===== src/rtl/alu_pkg.sv =====
// Shared constants and types for the ALU responder slice.
package alu_pkg;
  localparam int WIDTH = 4;
  localparam int CNT_W = 8;

  localparam logic [1:0] OP_ADD  = 2'b00;
  localparam logic [1:0] OP_SUB  = 2'b01;
  localparam logic [1:0] OP_AND  = 2'b10;
  localparam logic [1:0] OP_PASS = 2'b11;

  typedef enum logic [1:0] {
    OCC_EMPTY = 2'd0,
    OCC_ONE   = 2'd1,
    OCC_FULL  = 2'd2
  } occ_t;
endpackage


===== src/rtl/alu_responder_if.sv =====
// Request and response valid/ready channels of the ALU responder.
interface alu_responder_if #(parameter int WIDTH = alu_pkg::WIDTH);
  logic             req_valid;
  logic             req_ready;
  logic [WIDTH-1:0] req_a;
  logic [WIDTH-1:0] req_b;
  logic [1:0]       req_opcode;
  logic             rsp_valid;
  logic             rsp_ready;
  logic [WIDTH-1:0] rsp_out;
  logic             rsp_cout;

  modport master (
    output req_valid, req_a, req_b, req_opcode, rsp_ready,
    input  req_ready, rsp_valid, rsp_out, rsp_cout
  );

  modport slave (
    input  req_valid, req_a, req_b, req_opcode, rsp_ready,
    output req_ready, rsp_valid, rsp_out, rsp_cout
  );
endinterface


===== src/rtl/alu_core.sv =====
// Combinational ALU: {cout,out} for add, subtract (borrow), and, pass-A.
module alu_core
  import alu_pkg::*;
#(
  parameter int WIDTH = alu_pkg::WIDTH
) (
  input  logic [WIDTH-1:0] a,
  input  logic [WIDTH-1:0] b,
  input  logic [1:0]       opcode,
  output logic [WIDTH:0]   res
);
  always_comb begin
    res = '0;
    case (opcode)
      OP_ADD:  res = {1'b0, a} + {1'b0, b};
      OP_SUB:  res = {1'b0, a} - {1'b0, b};
      OP_AND:  res = {1'b0, a & b};
      default: res = {1'b0, a};
    endcase
  end
endmodule


===== src/rtl/alu_responder.sv =====
// Registered ALU endpoint with a 2-entry in-order result queue.
//   state     | meaning
//   OCC_EMPTY | no result held, rsp_valid low
//   OCC_ONE   | one result held, can accept freely
//   OCC_FULL  | two results held, accept only alongside a pop
module alu_responder
  import alu_pkg::*;
#(
  parameter int WIDTH = alu_pkg::WIDTH,
  parameter int CNT_W = alu_pkg::CNT_W
) (
  input  logic               clk,
  input  logic               rst_n,
  input  logic               enable,
  alu_responder_if.slave     bus,
  output logic [CNT_W-1:0]   op_count
);
  occ_t             occ_q, occ_d;
  logic [WIDTH:0]   mem_q [2];
  logic             wr_ptr_q, rd_ptr_q;
  logic [WIDTH:0]   alu_res;
  logic             push, pop;

  alu_core #(.WIDTH(WIDTH)) u_core (
    .a      (bus.req_a),
    .b      (bus.req_b),
    .opcode (bus.req_opcode),
    .res    (alu_res)
  );

  // Full queue still accepts when the head leaves on the same edge.
  assign bus.req_ready = enable && ((occ_q != OCC_FULL) || bus.rsp_ready);
  assign bus.rsp_valid = (occ_q != OCC_EMPTY);
  assign {bus.rsp_cout, bus.rsp_out} = mem_q[rd_ptr_q];

  assign push = bus.req_valid && bus.req_ready;
  assign pop  = bus.rsp_valid && bus.rsp_ready;

  always_comb begin
    occ_d = occ_q;
    case ({push, pop})
      2'b10:   occ_d = (occ_q == OCC_EMPTY) ? OCC_ONE : OCC_FULL;
      2'b01:   occ_d = (occ_q == OCC_FULL) ? OCC_ONE : OCC_EMPTY;
      default: occ_d = occ_q;
    endcase
  end

  always_ff @(posedge clk or negedge rst_n) begin
    if (!rst_n) begin
      occ_q    <= OCC_EMPTY;
      mem_q[0] <= '0;
      mem_q[1] <= '0;
      wr_ptr_q <= 1'b0;
      rd_ptr_q <= 1'b0;
      op_count <= '0;
    end else begin
      occ_q <= occ_d;
      if (push) begin
        mem_q[wr_ptr_q] <= alu_res;
        wr_ptr_q        <= ~wr_ptr_q;
      end
      if (pop) begin
        rd_ptr_q <= ~rd_ptr_q;
        if (op_count != '1) op_count <= op_count + 1'b1;
      end
    end
  end
endmodule


===== src/flat_wrapper.sv =====
// flat-port wrapper written by rule: the top's interface ports become plain ports
module alu_responder_flat import alu_pkg::*;
#(
  parameter int WIDTH = alu_pkg::WIDTH,
  parameter int CNT_W = alu_pkg::CNT_W
)
  (clk, rst_n, enable, op_count, bus_req_valid, bus_req_a, bus_req_b, bus_req_opcode, bus_rsp_ready, bus_req_ready, bus_rsp_valid, bus_rsp_out, bus_rsp_cout);
  alu_responder_if #(.WIDTH(WIDTH)) bus_i ();
  input  logic clk;
  input  logic rst_n;
  input  logic enable;
  output logic [CNT_W-1:0] op_count;
  input wire logic [$bits(bus_i.req_valid)-1:0] bus_req_valid;
  input wire logic [$bits(bus_i.req_a)-1:0] bus_req_a;
  input wire logic [$bits(bus_i.req_b)-1:0] bus_req_b;
  input wire logic [$bits(bus_i.req_opcode)-1:0] bus_req_opcode;
  input wire logic [$bits(bus_i.rsp_ready)-1:0] bus_rsp_ready;
  output wire logic [$bits(bus_i.req_ready)-1:0] bus_req_ready;
  output wire logic [$bits(bus_i.rsp_valid)-1:0] bus_rsp_valid;
  output wire logic [$bits(bus_i.rsp_out)-1:0] bus_rsp_out;
  output wire logic [$bits(bus_i.rsp_cout)-1:0] bus_rsp_cout;
  assign bus_i.req_valid = bus_req_valid;
  assign bus_i.req_a = bus_req_a;
  assign bus_i.req_b = bus_req_b;
  assign bus_i.req_opcode = bus_req_opcode;
  assign bus_i.rsp_ready = bus_rsp_ready;
  assign bus_req_ready = bus_i.req_ready;
  assign bus_rsp_valid = bus_i.rsp_valid;
  assign bus_rsp_out = bus_i.rsp_out;
  assign bus_rsp_cout = bus_i.rsp_cout;
  alu_responder #(.WIDTH(WIDTH), .CNT_W(CNT_W)) u_core (.clk(clk), .rst_n(rst_n), .enable(enable), .bus(bus_i), .op_count(op_count));
endmodule

===== config.mk =====
export PLATFORM = sky130hd
export DESIGN_NAME = alu_responder_flat
export DESIGN_NICKNAME = d
export VERILOG_FILES = /design/src/rtl/alu_pkg.sv /design/src/rtl/alu_responder_if.sv /design/src/rtl/alu_core.sv /design/src/rtl/alu_responder.sv /design/src/flat_wrapper.sv
export SDC_FILE = /design/constraint.sdc
export NUM_CORES = 1
export LEC_CHECK = 0
export CORE_ASPECT_RATIO = 1.2
export CORE_MARGIN = 1
export CORE_UTILIZATION = 45
export DETAILED_ROUTE_END_ITERATION = 10
export PLACE_DENSITY = 0.78
export SLEW_MARGIN = 40
export SYNTH_ARGS = -nofsm -noshare
export SYNTH_HDL_FRONTEND = slang
export SYNTH_SLANG_ARGS = --single-unit
export TNS_END_PERCENT = 100

===== constraint.sdc =====
create_clock -name clk -period 4.2 [get_ports clk]
set_input_delay 0.63 -clock clk [delete_from_list [all_inputs] [get_ports clk]]
set_output_delay 0.63 -clock clk [all_outputs]
set_load 0.03 [all_outputs]

==> Flow_metrics.wiki <==
{| class="wikitable"
! Metric !! Value
|-
| Result of the run || complete, no violations
|-
| TritonCTS buffer count || 3
|-
| Final net count || 179
|-
| Die ar. || 3270 um2
|-
| Number of global-route vias before repair || 1,058
|-
| CTS-repair resized insts || 0
|-
| Max_slew headroom || 66.9%
|-
| Count of unique library cells instantiated by Yosys || 41
|-
| Post-synthesis sequential area ratio || 40.1%
|-
| Max Cap Viol || 0
|-
| Measured slew at the worst slew-check pin || 0.497 ns
|-
| Static leakage || 0.777 nW
|-
| DIE HEIGHT || 62.5 um
|-
| Number of port buffers || 29
|-
| CTS root buffer || sky130_fd_sc_hd__clkbuf_4
|-
| Wire length of the first global-routing pass || 4510 um
|-
| Std-Cell Rows || 21
|-
| X dimension of the die || 52.4 um
|-
| Number of endpoints with negative hold slack in the final report || 0
|-
| Data required time of the worst path || 3.57 ns
|-
| Post-Route Skew || 0.0100 ns
|-
| Syn_area_per_cell || 11.1 um2
|-
| Number of diodes || 0
|-
| CTS tree || built
|-
| Post-detailed-route wirelength per cell || 13.8 um
|-
| Total Neg Setup Slack || 0 ns
|-
| Highest net fanout along the worst path || 3
|-
| Initial antenna violation count || 0
|-
| Unrepaired setup endpoints after global routing || no
|-
| Count of unresolved DRC violations after routing || 0
|-
| Worst ir drop on vdd || 0.342 mV
|-
| Worst EP arrival || 2.22 ns
|-
| Setup violation total in the final timing report || 0
|-
| Kind of end point of the critical path || primary output
|-
| Number of flops mapped to enable cells by yosys || 0
|-
| Most common cell after layout, fill and taps aside || sky130_fd_sc_hd__clkdlybuf4s50_1
|-
| Number of detailed-routing iterations run before antenna repair || 3
|-
| Setup CP Type || input port to primary output
|-
| Total number of H-tree levels || 1
|-
| Number of standard cells in the layout, taps in and fillers out || 188
|-
| Startpoint kind of the worst setup timing path || input port
|-
| Ys flop type || sky130_fd_sc_hd__dfrtp_1
|-
| Maximum number of pins on one net before global-route repair || 23
|-
| Overall routed net length || 2600 um
|-
| Count of pins over their slew limit || 0
|-
| Post-placement cell area || 1690 um2
|-
| Synth-to-Final Area Change || 25.9%
|-
| Post-DP HPWL || 2060 um
|-
| Number of standard cells after synthesis || 123
|-
| Seq cells post-synth || 22
|-
| Ratio of total power to cell area || 645 nW/um2
|-
| DRT antenna net count || 0
|-
| I/O pins || 30
|-
| Gr ovfl total || 0
|-
| CTS sink cnt || 22
|-
| Post-route clock period utilization || 67.8%
|-
| Max Freq || 351 MHz
|-
| Cell area after layout || 1730 um2
|-
| Maximum buffer depth of the clock tree || 2
|-
| Post-layout total power || 1.11 mW
|-
| Filler Cells Inserted || 248
|-
| Share of synthesized flip-flops with an asynchronous set or reset || 100%
|-
| Violation count after the first detailed-routing iteration || 11
|-
| Initial core utilization || 48.3%
|-
| Overall track demand over capacity in global routing || 18.3%
|-
| Total nets after synthesis || 147
|-
| Insertion delay of the later-clocked pin in the worst-skew pair || 0.32 ns
|-
| Post-Place Cells || 184
|-
| Commonest non-fill, non-tap cells in the layout || sky130_fd_sc_hd__clkdlybuf4s50_1, sky130_fd_sc_hd__dfrtp_1, sky130_fd_sc_hd__mux2_2
|-
| Final critical-path required period || 2.85 ns
|-
| Classification of the worst-slack hold path || input port to async pin
|-
| Post-synthesis cell area || 1370 um2
|-
| Number of warnings issued by yosys || 0
|-
| DR vias/cell || 5.54
|-
| Ratio of cells with drive above 1 in the final layout || 14.9%
|-
| Clock-pin slew reported for the worst setup and hold paths after clock tree synthesis || 0.13 ns
|-
| Final Wtd Congestion || 0.777
|-
| Standard cell core area || 2840 um2
|-
| Routed vias || 1,042
|-
| # Post-CTS Setup Buffers || 0
|-
| Reg-to-reg slack, setup || 2.51 ns
|-
| Post-cts hold buffer count || 0
|}
kinds of logic after synthesis:
logic type	count (synthesis)	share of synthesized area, %
xor+xnor	10	6.39
buf+inv	10	2.83
mux	20	17.2
fa+ha+maj	9	8.76
compound gates	21	10.1
flops	22	40.1
simple gates	31	14.5
layout make-up:
type / instances / area [um2] / share of cell area (%)
well taps: 34 / 42.5 / 2.46
flip-flops and latches: 22 / 551 / 31.9
inverters: 8 / 30.0 / 1.74
repair buffers: 29 / 285 / 16.5
clock buffers: 4 / 36.3 / 2.10
multi-input cells: 91 / 782 / 45.3
state kept, by name (all words and copies together) (netlist names):
signal / count
u_core.op_count: 8
u_core.mem_q: 10
u_core.occ_q: 2
u_core.rd_ptr_q: 1
u_core.wr_ptr_q: 1
power breakdown:
group	internal, mW	switching [mW]
sequential	0.306	0.101
clock	0.0530	0.0664
combinational	0.295	0.292
total	0.654	0.459
routing by layer:
metal	global-route usage [%]	part of all wire [%]	vias to the layer above	routed length [um]
met3	2.19	3.2	4	83
met4	7.89	1.5	0	38
met5	0	0	-	0
met1	21.8	42	502	1100
li1	-	-	511	-
met2	31.6	53	25	1370
synthesized netlist by cell type, types with 3 or more instances:
| library cell | number | area share (%) |
|---|---|---|
| sky130_fd_sc_hd__xnor2_1 | 6 | 3.8 |
| sky130_fd_sc_hd__nand3_1 | 3 | 1.1 |
| sky130_fd_sc_hd__mux2_1 | 4 | 3.3 |
| sky130_fd_sc_hd__nor2b_1 | 3 | 1.4 |
| sky130_fd_sc_hd__inv_1 | 8 | 2.2 |
| sky130_fd_sc_hd__o21ai_0 | 4 | 1.5 |
| sky130_fd_sc_hd__nor2_1 | 6 | 1.6 |
| sky130_fd_sc_hd__nand2_1 | 3 | 0.82 |
| sky130_fd_sc_hd__mux2_4 | 4 | 4.4 |
| sky130_fd_sc_hd__a21oi_1 | 4 | 1.5 |
| sky130_fd_sc_hd__ha_1 | 8 | 7.3 |
| sky130_fd_sc_hd__mux2i_1 | 3 | 2.2 |
| sky130_fd_sc_hd__o211ai_1 | 3 | 1.6 |
| sky130_fd_sc_hd__mux2_2 | 9 | 7.4 |
| sky130_fd_sc_hd__dfrtp_1 | 22 | 40 |
| sky130_fd_sc_hd__xor2_1 | 4 | 2.6 |
worst paths after layout:
path	depth (start not counted)	start	endpoint
max in group asynchronous	1	rst_n	u_core.occ_q[1]
min reg2reg	2	u_core.mem_q[4]	u_core.mem_q[4]
min in group clk	2	u_core.mem_q[4]	u_core.mem_q[4]
min	1	rst_n	u_core.op_count[0]
max reg2reg	4	u_core.op_count[0]	u_core.op_count[1]
max	4	bus_rsp_ready	bus_req_ready
stage by stage:
stage	worst slack (ns)	hold slack [ns]	util [%]
2_1_floorplan	1.77	0.334	-
3_3_place_gp	1.19	0.463	59.7
3_5_place_dp	1.14	0.483	59.6
4_1_cts	1.35	0.271	60.8
5_1_grt	1.28	0.285	60.8
6_report	1.35	0.254	60.8
critical path: stages:
cell and delay (ns):
sky130_fd_sc_hd__clkdlybuf4s50_1 0.42, sky130_fd_sc_hd__or3b_4 0.41, sky130_fd_sc_hd__and2_1 0.17, sky130_fd_sc_hd__clkdlybuf4s50_1 0.58
Power figures use the tool's default switching activity.
